<file path="src/rtl/key_debounce_ctrl.sv">
// key_debounce_ctrl
//
// Multi-channel push-button front end. Each raw active-low key pin is synchronised,
// debounced with its own stability counter and classified into press, release,
// long-press and auto-repeat pulses. A per-key LED register toggles on every press.
//
// Ports:
//   clk          system clock
//   rst_n        asynchronous active-low reset
//   key_in       raw key pins, 0 = pressed, asynchronous to clk
//   repeat_en    1 = emit key_repeat pulses while a key is held in the long state
//   key_state    debounced level, 1 = pressed
//   key_press    one-cycle pulse on an accepted press
//   key_release  one-cycle pulse on an accepted release
//   key_long     one-cycle pulse when a hold reaches LONG_CYCLES
//   key_repeat   one-cycle pulse every REPEAT_CYCLES while long-held
//   led_out      per-key LED, inverts the cycle after each key_press

module key_debounce_ctrl #(
  parameter int unsigned KEY_NUM       = 4,
  parameter int unsigned DB_CYCLES     = 1_000_000,
  parameter int unsigned LONG_CYCLES   = 50_000_000,
  parameter int unsigned REPEAT_CYCLES = 10_000_000
) (
  input  logic               clk,
  input  logic               rst_n,
  input  logic [KEY_NUM-1:0] key_in,
  input  logic               repeat_en,
  output logic [KEY_NUM-1:0] key_state,
  output logic [KEY_NUM-1:0] key_press,
  output logic [KEY_NUM-1:0] key_release,
  output logic [KEY_NUM-1:0] key_long,
  output logic [KEY_NUM-1:0] key_repeat,
  output logic [KEY_NUM-1:0] led_out
);

  localparam int unsigned DB_W     = $clog2(DB_CYCLES);
  localparam int unsigned HOLD_MAX = (LONG_CYCLES > REPEAT_CYCLES) ? LONG_CYCLES
                                                                  : REPEAT_CYCLES;
  localparam int unsigned HOLD_W   = $clog2(HOLD_MAX);

  // Terminal counts; counters clear on reaching these so they never wrap.
  localparam logic [DB_W-1:0]   DB_LAST     = DB_W'(DB_CYCLES - 1);
  localparam logic [HOLD_W-1:0] LONG_LAST   = HOLD_W'(LONG_CYCLES - 1);
  localparam logic [HOLD_W-1:0] REPEAT_LAST = HOLD_W'(REPEAT_CYCLES - 1);

  typedef enum logic [1:0] {
    StIdle,
    StPressed,
    StLong
  } state_e;

  for (genvar i = 0; i < KEY_NUM; i++) begin : g_key

    // ------------------------------------------------------------------------
    // Two-flop synchroniser, resets to the released level.
    // ------------------------------------------------------------------------
    logic sync1_q, sync2_q;

    always_ff @(posedge clk or negedge rst_n) begin
      if (!rst_n) begin
        sync1_q <= 1'b1;
        sync2_q <= 1'b1;
      end else begin
        sync1_q <= key_in[i];
        sync2_q <= sync1_q;
      end
    end

    // ------------------------------------------------------------------------
    // Debounce: a new level is taken only after DB_CYCLES consecutive samples
    // that differ from the current stable level; any agreeing sample restarts.
    // ------------------------------------------------------------------------
    logic            stable_q, stable_d;
    logic [DB_W-1:0] db_cnt_q, db_cnt_d;
    logic            accept;
    logic            press_evt, release_evt;

    always_comb begin
      stable_d = stable_q;
      db_cnt_d = db_cnt_q;
      accept   = 1'b0;
      if (sync2_q == stable_q) begin
        db_cnt_d = '0;
      end else if (db_cnt_q == DB_LAST) begin
        stable_d = sync2_q;
        db_cnt_d = '0;
        accept   = 1'b1;
      end else begin
        db_cnt_d = db_cnt_q + 1'b1;
      end
    end

    always_ff @(posedge clk or negedge rst_n) begin
      if (!rst_n) begin
        stable_q <= 1'b1;
        db_cnt_q <= '0;
      end else begin
        stable_q <= stable_d;
        db_cnt_q <= db_cnt_d;
      end
    end

    // Pins are active-low: an accepted 0 is a press, an accepted 1 a release.
    assign press_evt   = accept & ~sync2_q;
    assign release_evt = accept &  sync2_q;

    // ------------------------------------------------------------------------
    // Event FSM. Pulses are registered so they line up with the state change.
    // ------------------------------------------------------------------------
    state_e            state_q, state_d;
    logic [HOLD_W-1:0] hold_q, hold_d;
    logic              press_q, press_d;
    logic              release_q, release_d;
    logic              long_q, long_d;
    logic              repeat_q, repeat_d;
    logic              led_q;

    // State and event registers.
    always_ff @(posedge clk or negedge rst_n) begin
      if (!rst_n) begin
        state_q   <= StIdle;
        hold_q    <= '0;
        press_q   <= 1'b0;
        release_q <= 1'b0;
        long_q    <= 1'b0;
        repeat_q  <= 1'b0;
        led_q     <= 1'b0;
      end else begin
        state_q   <= state_d;
        hold_q    <= hold_d;
        press_q   <= press_d;
        release_q <= release_d;
        long_q    <= long_d;
        repeat_q  <= repeat_d;
        led_q     <= led_q ^ press_q;
      end
    end

    // Next state; a release always wins over a coincident long/repeat.
    always_comb begin
      state_d = state_q;
      unique case (state_q)
        StIdle: begin
          if (press_evt) state_d = StPressed;
        end
        StPressed: begin
          if (release_evt) begin
            state_d = StIdle;
          end else if (hold_q == LONG_LAST) begin
            state_d = StLong;
          end
        end
        StLong: begin
          if (release_evt) state_d = StIdle;
        end
        default: state_d = StIdle;
      endcase
    end

    // Hold counter and event pulses.
    always_comb begin
      hold_d    = hold_q;
      press_d   = 1'b0;
      release_d = 1'b0;
      long_d    = 1'b0;
      repeat_d  = 1'b0;
      unique case (state_q)
        StIdle: begin
          if (press_evt) begin
            press_d = 1'b1;
            hold_d  = '0;
          end
        end
        StPressed: begin
          if (release_evt) begin
            release_d = 1'b1;
            hold_d    = '0;
          end else if (hold_q == LONG_LAST) begin
            long_d = 1'b1;
            hold_d = '0;
          end else begin
            hold_d = hold_q + 1'b1;
          end
        end
        StLong: begin
          if (release_evt) begin
            release_d = 1'b1;
            hold_d    = '0;
          end else if (!repeat_en) begin
            // Parked at zero so re-enabling waits a full repeat interval.
            hold_d = '0;
          end else if (hold_q == REPEAT_LAST) begin
            repeat_d = 1'b1;
            hold_d   = '0;
          end else begin
            hold_d = hold_q + 1'b1;
          end
        end
        default: hold_d = '0;
      endcase
    end

    assign key_state[i]   = (state_q != StIdle);
    assign key_press[i]   = press_q;
    assign key_release[i] = release_q;
    assign key_long[i]    = long_q;
    assign key_repeat[i]  = repeat_q;
    assign led_out[i]     = led_q;

  end : g_key

endmodule

</file>
<file path="config.mk">
export PLATFORM = sky130hd
export DESIGN_NAME = key_debounce_ctrl
export DESIGN_NICKNAME = d
export VERILOG_FILES = /design/src/rtl/key_debounce_ctrl.sv
export SDC_FILE = /design/constraint.sdc
export NUM_CORES = 1
export LEC_CHECK = 0
export CAP_MARGIN = 20
export CORE_UTILIZATION = 40
export CTS_CLUSTER_DIAMETER = 50
export DETAILED_ROUTE_END_ITERATION = 10
export PLACE_DENSITY = 0.55
export SLEW_MARGIN = 10
export SYNTH_ARGS = -nofsm -noshare
export SYNTH_HDL_FRONTEND = slang
export SYNTH_SLANG_ARGS = --single-unit
</file>
<file path="constraint.sdc">
create_clock -name clk -period 3 [get_ports clk]
set_input_delay 0.6 -clock clk [delete_from_list [all_inputs] [get_ports clk]]
set_output_delay 0.6 -clock clk [all_outputs]
set_load 0.005 [all_outputs]
</file>
# After elaboration in Yosys (flattened, before gate mapping)
# Index checks and enable logic that the tools add are counted.
[totals]
inputBits = 7
out_inout_bits = 24
elab_cells = 236
regBits = 224
[classes]
muxes = 108
n_eq_ne = 36
reduce_logical = 20
n_bitwise = 20
add_sub_neg = 8
[op_table]
columns = ["cell", "count"]
rows = [
  ["26-bit 2-to-1 mux", 24],
  ["26-bit one-hot mux with 3 select lines", 4],
  ["20-bit 2-to-1 mux", 8],
  ["26-bit by 1-bit adder with 26-bit output, second input constant", 4],
  ["26-bit by 24-bit equality test with 1-bit output, second input constant", 4],
  ["26-bit equality test, second input constant", 4],
  ["20-bit by 1-bit adder with 20-bit output, second input constant", 4],
  ["20-bit equality test, second input constant", 4],
  ["1-bit 2-to-1 mux", 52],
  ["2-bit 2-to-1 mux", 16],
  ["2-bit one-hot mux with 3 select lines", 4],
  ["2-bit != test, second input constant", 8],
  ["3-bit != test, second input constant", 4],
  ["3-bit AND reduction", 4],
  ["1-bit AND", 8],
  ["2-bit by 1-bit equality test with 1-bit output, second input constant", 4],
  ["2-bit equality test, second input constant", 4],
  ["2-bit logical NOT", 4],
  ["1-bit inverter", 8],
  ["2-bit AND reduction", 4],
  ["2-bit nonzero test", 4],
  ["2-bit OR reduction", 4],
  ["1-bit equality test", 4],
  ["1-bit XOR", 4],
]

# Longest topological paths before layout
[logic_depth]
ltp_word = 6
ltp_mapped = 10

# Least setup slack after synthesis
# OpenSTA, ideal clock, no wires.
[synth_timing]
kind = "register -> register"
start = "register g_key[2].hold_q[11]"
end = "register g_key[2].hold_q[21]"
synth_period_minus_slack_ns = 2.707
arrival_ns = 2.575
setup_time_ns = 0.132
path_stages_with_launch = 9
slack_ns = 0.293
t_required_ns = 2.868
path_cell_list = "dfrtp_1 -> or4_1 -> or4b_4 -> o41a_1 -> o211a_1 -> buf_6 -> clkbuf_8 -> a22oi_1 -> o41ai_1"
[synth_between]
elab_chain_len = 5
word_cells_on_any_way = 9
[synth_lines]
columns = ["element", "line", "rtl"]
rows = [
  ["start: declaration", "112", "logic [HOLD_W-1:0] hold_q, hold_d;"],
  ["start signal: assignment", "131", "hold_q <= hold_d;"],
  ["26-bit by 1-bit adder with 26-bit output or 26-bit by 24-bit equality test with 1-bit output (tied branches)", "183, 197, 193", ""],
  ["26-bit 2-to-1 mux", "193", "end else if (hold_q == REPEAT_LAST) begin"],
  ["26-bit 2-to-1 mux", "190", "end else if (!repeat_en) begin"],
  ["26-bit 2-to-1 mux", "187", "if (release_evt) begin"],
  ["26-bit one-hot mux with 3 select lines *", "168", "unique case (state_q)"],
]
# Mark *: on every way between the ends. The rest lies on a longest branch, timed or not.
# A chain may end at the register's enable or synchronous reset.

# Worst setup path after layout
[layout_timing]
start = "register g_key[2].hold_q[11]"
end = "register g_key[2].hold_q[13]"
# The elaborated chain is that of the path after synthesis.

==> flow_summary.yaml <==
power_and_ir_drop:
  p_per_area_nw_per_um2: 519
  irDropWorstVdd_mv: 0.402
  sequentialPowerShare_pct: 42.2
  internal_power_mw: 5.67
  p_comb_share_pct: 1.8
  p_sw_mw: 1.59
  clkPwrFrac_pct: 56.0
  leakage_nw: 6.04
  p_sw_share_pct: 21.9
final_layout:
  areaGrowthSynthToFinish_pct: 16.8
  nets: 1365
  final_core_util_pct: 47.3
  antenna-diode-count: 0
  final_layout_size_suffix_gt1_share_pct: 10.5
synth:
  yosysWarnings: 0
  synth_area_leaders: "dfrtp_1 44%, nand3_1 5.1%, nor2_1 4.6%"
  yosysMostFrequentCell: "dfrtp_1"
  ys_async_sr_fraction_pct: 100
  netlist_instances: 1292
  synth_ff_type: "dfrtp_1"
  synth_common_cells: "212 x dfrtp_1, 147 x nor2_1, 132 x nand2_1, 123 x nand3_1, 45 x nand4_1"
  synth_area_um2: 12000
  ys_types: 71
  synth_edf_count: 0
  synth-seq-cells: 224
  synth_top_cell_by_area: "dfrtp_1"
  synth_seq_area_share_pct: 46.9
  synth_top_area_share_pct: 44.3
  syn_nets: 1319
  synth.avg_cell_area_um2: 9.27
clock_network:
  clock_latency_ns: 0.50
  cts.sinks: 224
  cts_resized: 0
  post-cts-setup-buffers: 0
  numCtsBuffers: 35
  hold_buffers: 0
  cts-root-buf: "clkbuf_16"
  cts_max_path_buffers: 3
  cts_tree: "yes"
  htreeDepth: 2
  clkTransAtPathRegs_ns: 0.06
floorplanning:
  die_x_um: 175
  core_um2: 29600
  start_util_pct: 40.5
  io_pins: 31
  num_rows: 63
  die_h_um: 175
  dieArea_um2: 30700
sta:
  timing.slew.headroom_pct: 44.5
  clock.fmax_ghz: 0.357
  drv_slew: 0
  fin_setup_tns_ns: 0
  finClkSkew_ns: 0.0137
  min_period_ns: 2.80
  setup_viol: 0
  period_share_pct: 93.4
  worstMarginPinSlew_ns: 0.832
  rsz0062_at_grt: "false"
  hold_viol: 0
critical_path:
  cp.depth: 7
  critPathRequiredTime_ns: 3.37
  crit_buf_inv: 1
  cp_cell_sequence: "or4_1 > or4b_4 > o41a_1 > o211a_1 > buf_4 > a31oi_1 > o31ai_1"
  path_class: "flip-flop to flip-flop"
  reg2reg_setup_slack_ns: 0.20
  crit_family: "simple AND/OR/NAND/NOR gates"
  endpoint_kind: "flip-flop"
  crit_arrival_ns: 3.17
  startpoint_type: "flip-flop"
  worstReg2RegEnd: "g_key[2].hold_q[13]"
  r2r_cells: 7
  critical-path-slowest-cell: "or4_1"
  cpPeakStageDelay_ns: 0.54
  crit_fanout: 18
  r2r_start: "g_key[2].hold_q[11]"
global_routing:
  met1_usage_pct: 25.5
  grt_overflow: 0
  antenna_found_initial: 0
  grt_max_degree: 73
  track_usage_pct: 18.1
  grtUsageMet3_pct: 2.83
  grt-busiest-layer: "met2"
  grt_pass1_wl_um: 46700
  grtUsageMet2_pct: 28.7
  grt_pass1_vias: 9392
status:
  status: "finished clean"
detailed_routing:
  dr.pass1.iters: 5
  drt-initial-drc-count: 592
  viasPerCell: 5.43
  ant_nets: 0
  vias: 9521
  drc_errors: 0
  wl_per_cell_um: 15.2
  routed_wl_um: 26600
place:
  place.gp.congestion: 0.799
  port_buffers: 30
  dp_hpwl_um: 17400
hold_path:
  holdCritPathClass: "input port to async pin"
flow_run:
  drv_cap: 0
-- logic make-up (layout without fill, tap and decap cells) --
| family | after synthesis | in the layout | share of synthesized area, % |
|---|---|---|---|
| buffers and inverters | 100 | 172 | 4.05 |
| flip-flops | 224 | 224 | 46.9 |
| AND/OR/NAND/NOR | 658 | 658 | 28.1 |
| adder cells (fa/ha/maj) | 20 | 20 | 2.09 |
| AO/OA/AOI/OAI | 209 | 209 | 12.8 |
| multiplexers | 10 | 10 | 0.877 |
| XOR/XNOR | 71 | 71 | 5.19 |
-- layout make-up --
cell class	instances	area (um2)
Sequential cell	224	5620
Tap cell	390	488
Fill cell	2798	15600
Clock inverter	16	166
Multi-Input combinational cell	968	5890
Clock buffer	47	1020
Timing Repair Buffer	73	673
Inverter	36	135
-- routing by layer --
layer	up-vias	wire, um
met5	-	0
met1	4579	13100
li1	4759	-
met3	45	927
met2	138	11900
met4	0	586
-- power by group through the flow --
stage	logic, mW	clock network [mW]	registers (mW)
after global placement	0.137	0	3.12
after detailed placement	0.138	0	3.12
after CTS	0.139	4.19	3.06
after floorplan	0.0408	0	3.11
final	0.131	4.07	3.06
after global routing	0.153	4.32	3.07
-- through the flow --
step / setup slack (ns) / cell area (um2) / instances / hold WS (ns) / power, mW
final: 0.199 / 14000 / 1754 / 0.0796 / 7.26
after global routing: 0.0637 / 14000 / 1754 / 0.121 / 7.54
after CTS: 0.202 / 14000 / 1753 / 0.101 / 7.39
after detailed placement: 0.188 / 12800 / 1690 / 0.347 / 3.25
after global placement: 0.185 / 12800 / 1690 / 0.346 / 3.25
after floorplan: 0.293 / 12000 / 1292 / 0.304 / 3.15
-- cells in the final DEF (no fill, tap or decap), types with 12 or more instances in the layout --
cell type / synthesis / routed
dfstp_2: 12 / 12
a22o_1: 38 / 38
nand2_1: 132 / 132
and2_1: 16 / 16
buf_4: 21 / 39
dfrtp_1: 212 / 212
nor2b_1: 13 / 13
a21o_1: 34 / 34
inv_1: 36 / 36
nor4_1: 19 / 19
nand3_1: 123 / 123
nor2_1: 147 / 147
clkbuf_16: 0 / 37
xnor2_1: 28 / 28
clkdlybuf4s50_1: 0 / 29
nand4_1: 45 / 45
nor3_1: 27 / 27
or3_1: 31 / 31
a21oi_1: 19 / 19
xor2_1: 43 / 43
o21ai_0: 40 / 38
ha_1: 20 / 20
and3_1: 38 / 38
or4_1: 16 / 16
-- worst register-to-register path: cells and delay by family (launching register included) --
family | cells | cell delay (ns)
AOI/OAI and AO/OA | 4 | 1.00
buffers and inverters | 1 | 0.21
DFF | 1 | 0.42
and+or+nand+nor | 2 | 1.06
-- worst max path at each step --
stage,start,endpoint,slack (ns)
6_report,g_key[2].hold_q[11],g_key[2].hold_q[13],0.20
3_3_place_gp,repeat_en,g_key[0].hold_q[17],0.18
3_5_place_dp,repeat_en,g_key[0].hold_q[23],0.19
4_1_cts,g_key[0].hold_q[8],g_key[0].hold_q[23],0.20
2_1_floorplan,g_key[2].hold_q[11],g_key[2].hold_q[21],0.29
5_1_grt,g_key[2].hold_q[11],g_key[2].hold_q[12],0.06
-- sequential cells by signal (all words and copies together) (netlist names) --
| register | cells |
|---|---|
| g_key.db_cnt_q | 80 |
| g_key.sync2_q | 4 |
| g_key.repeat_q | 4 |
| g_key.stable_q | 4 |
| g_key.sync1_q | 4 |
| g_key.state_q | 8 |
| g_key.press_q | 4 |
| g_key.release_q | 4 |
| g_key.led_q | 4 |
| g_key.hold_q | 104 |
| g_key.long_q | 4 |
Power figures use the tool's default switching activity.
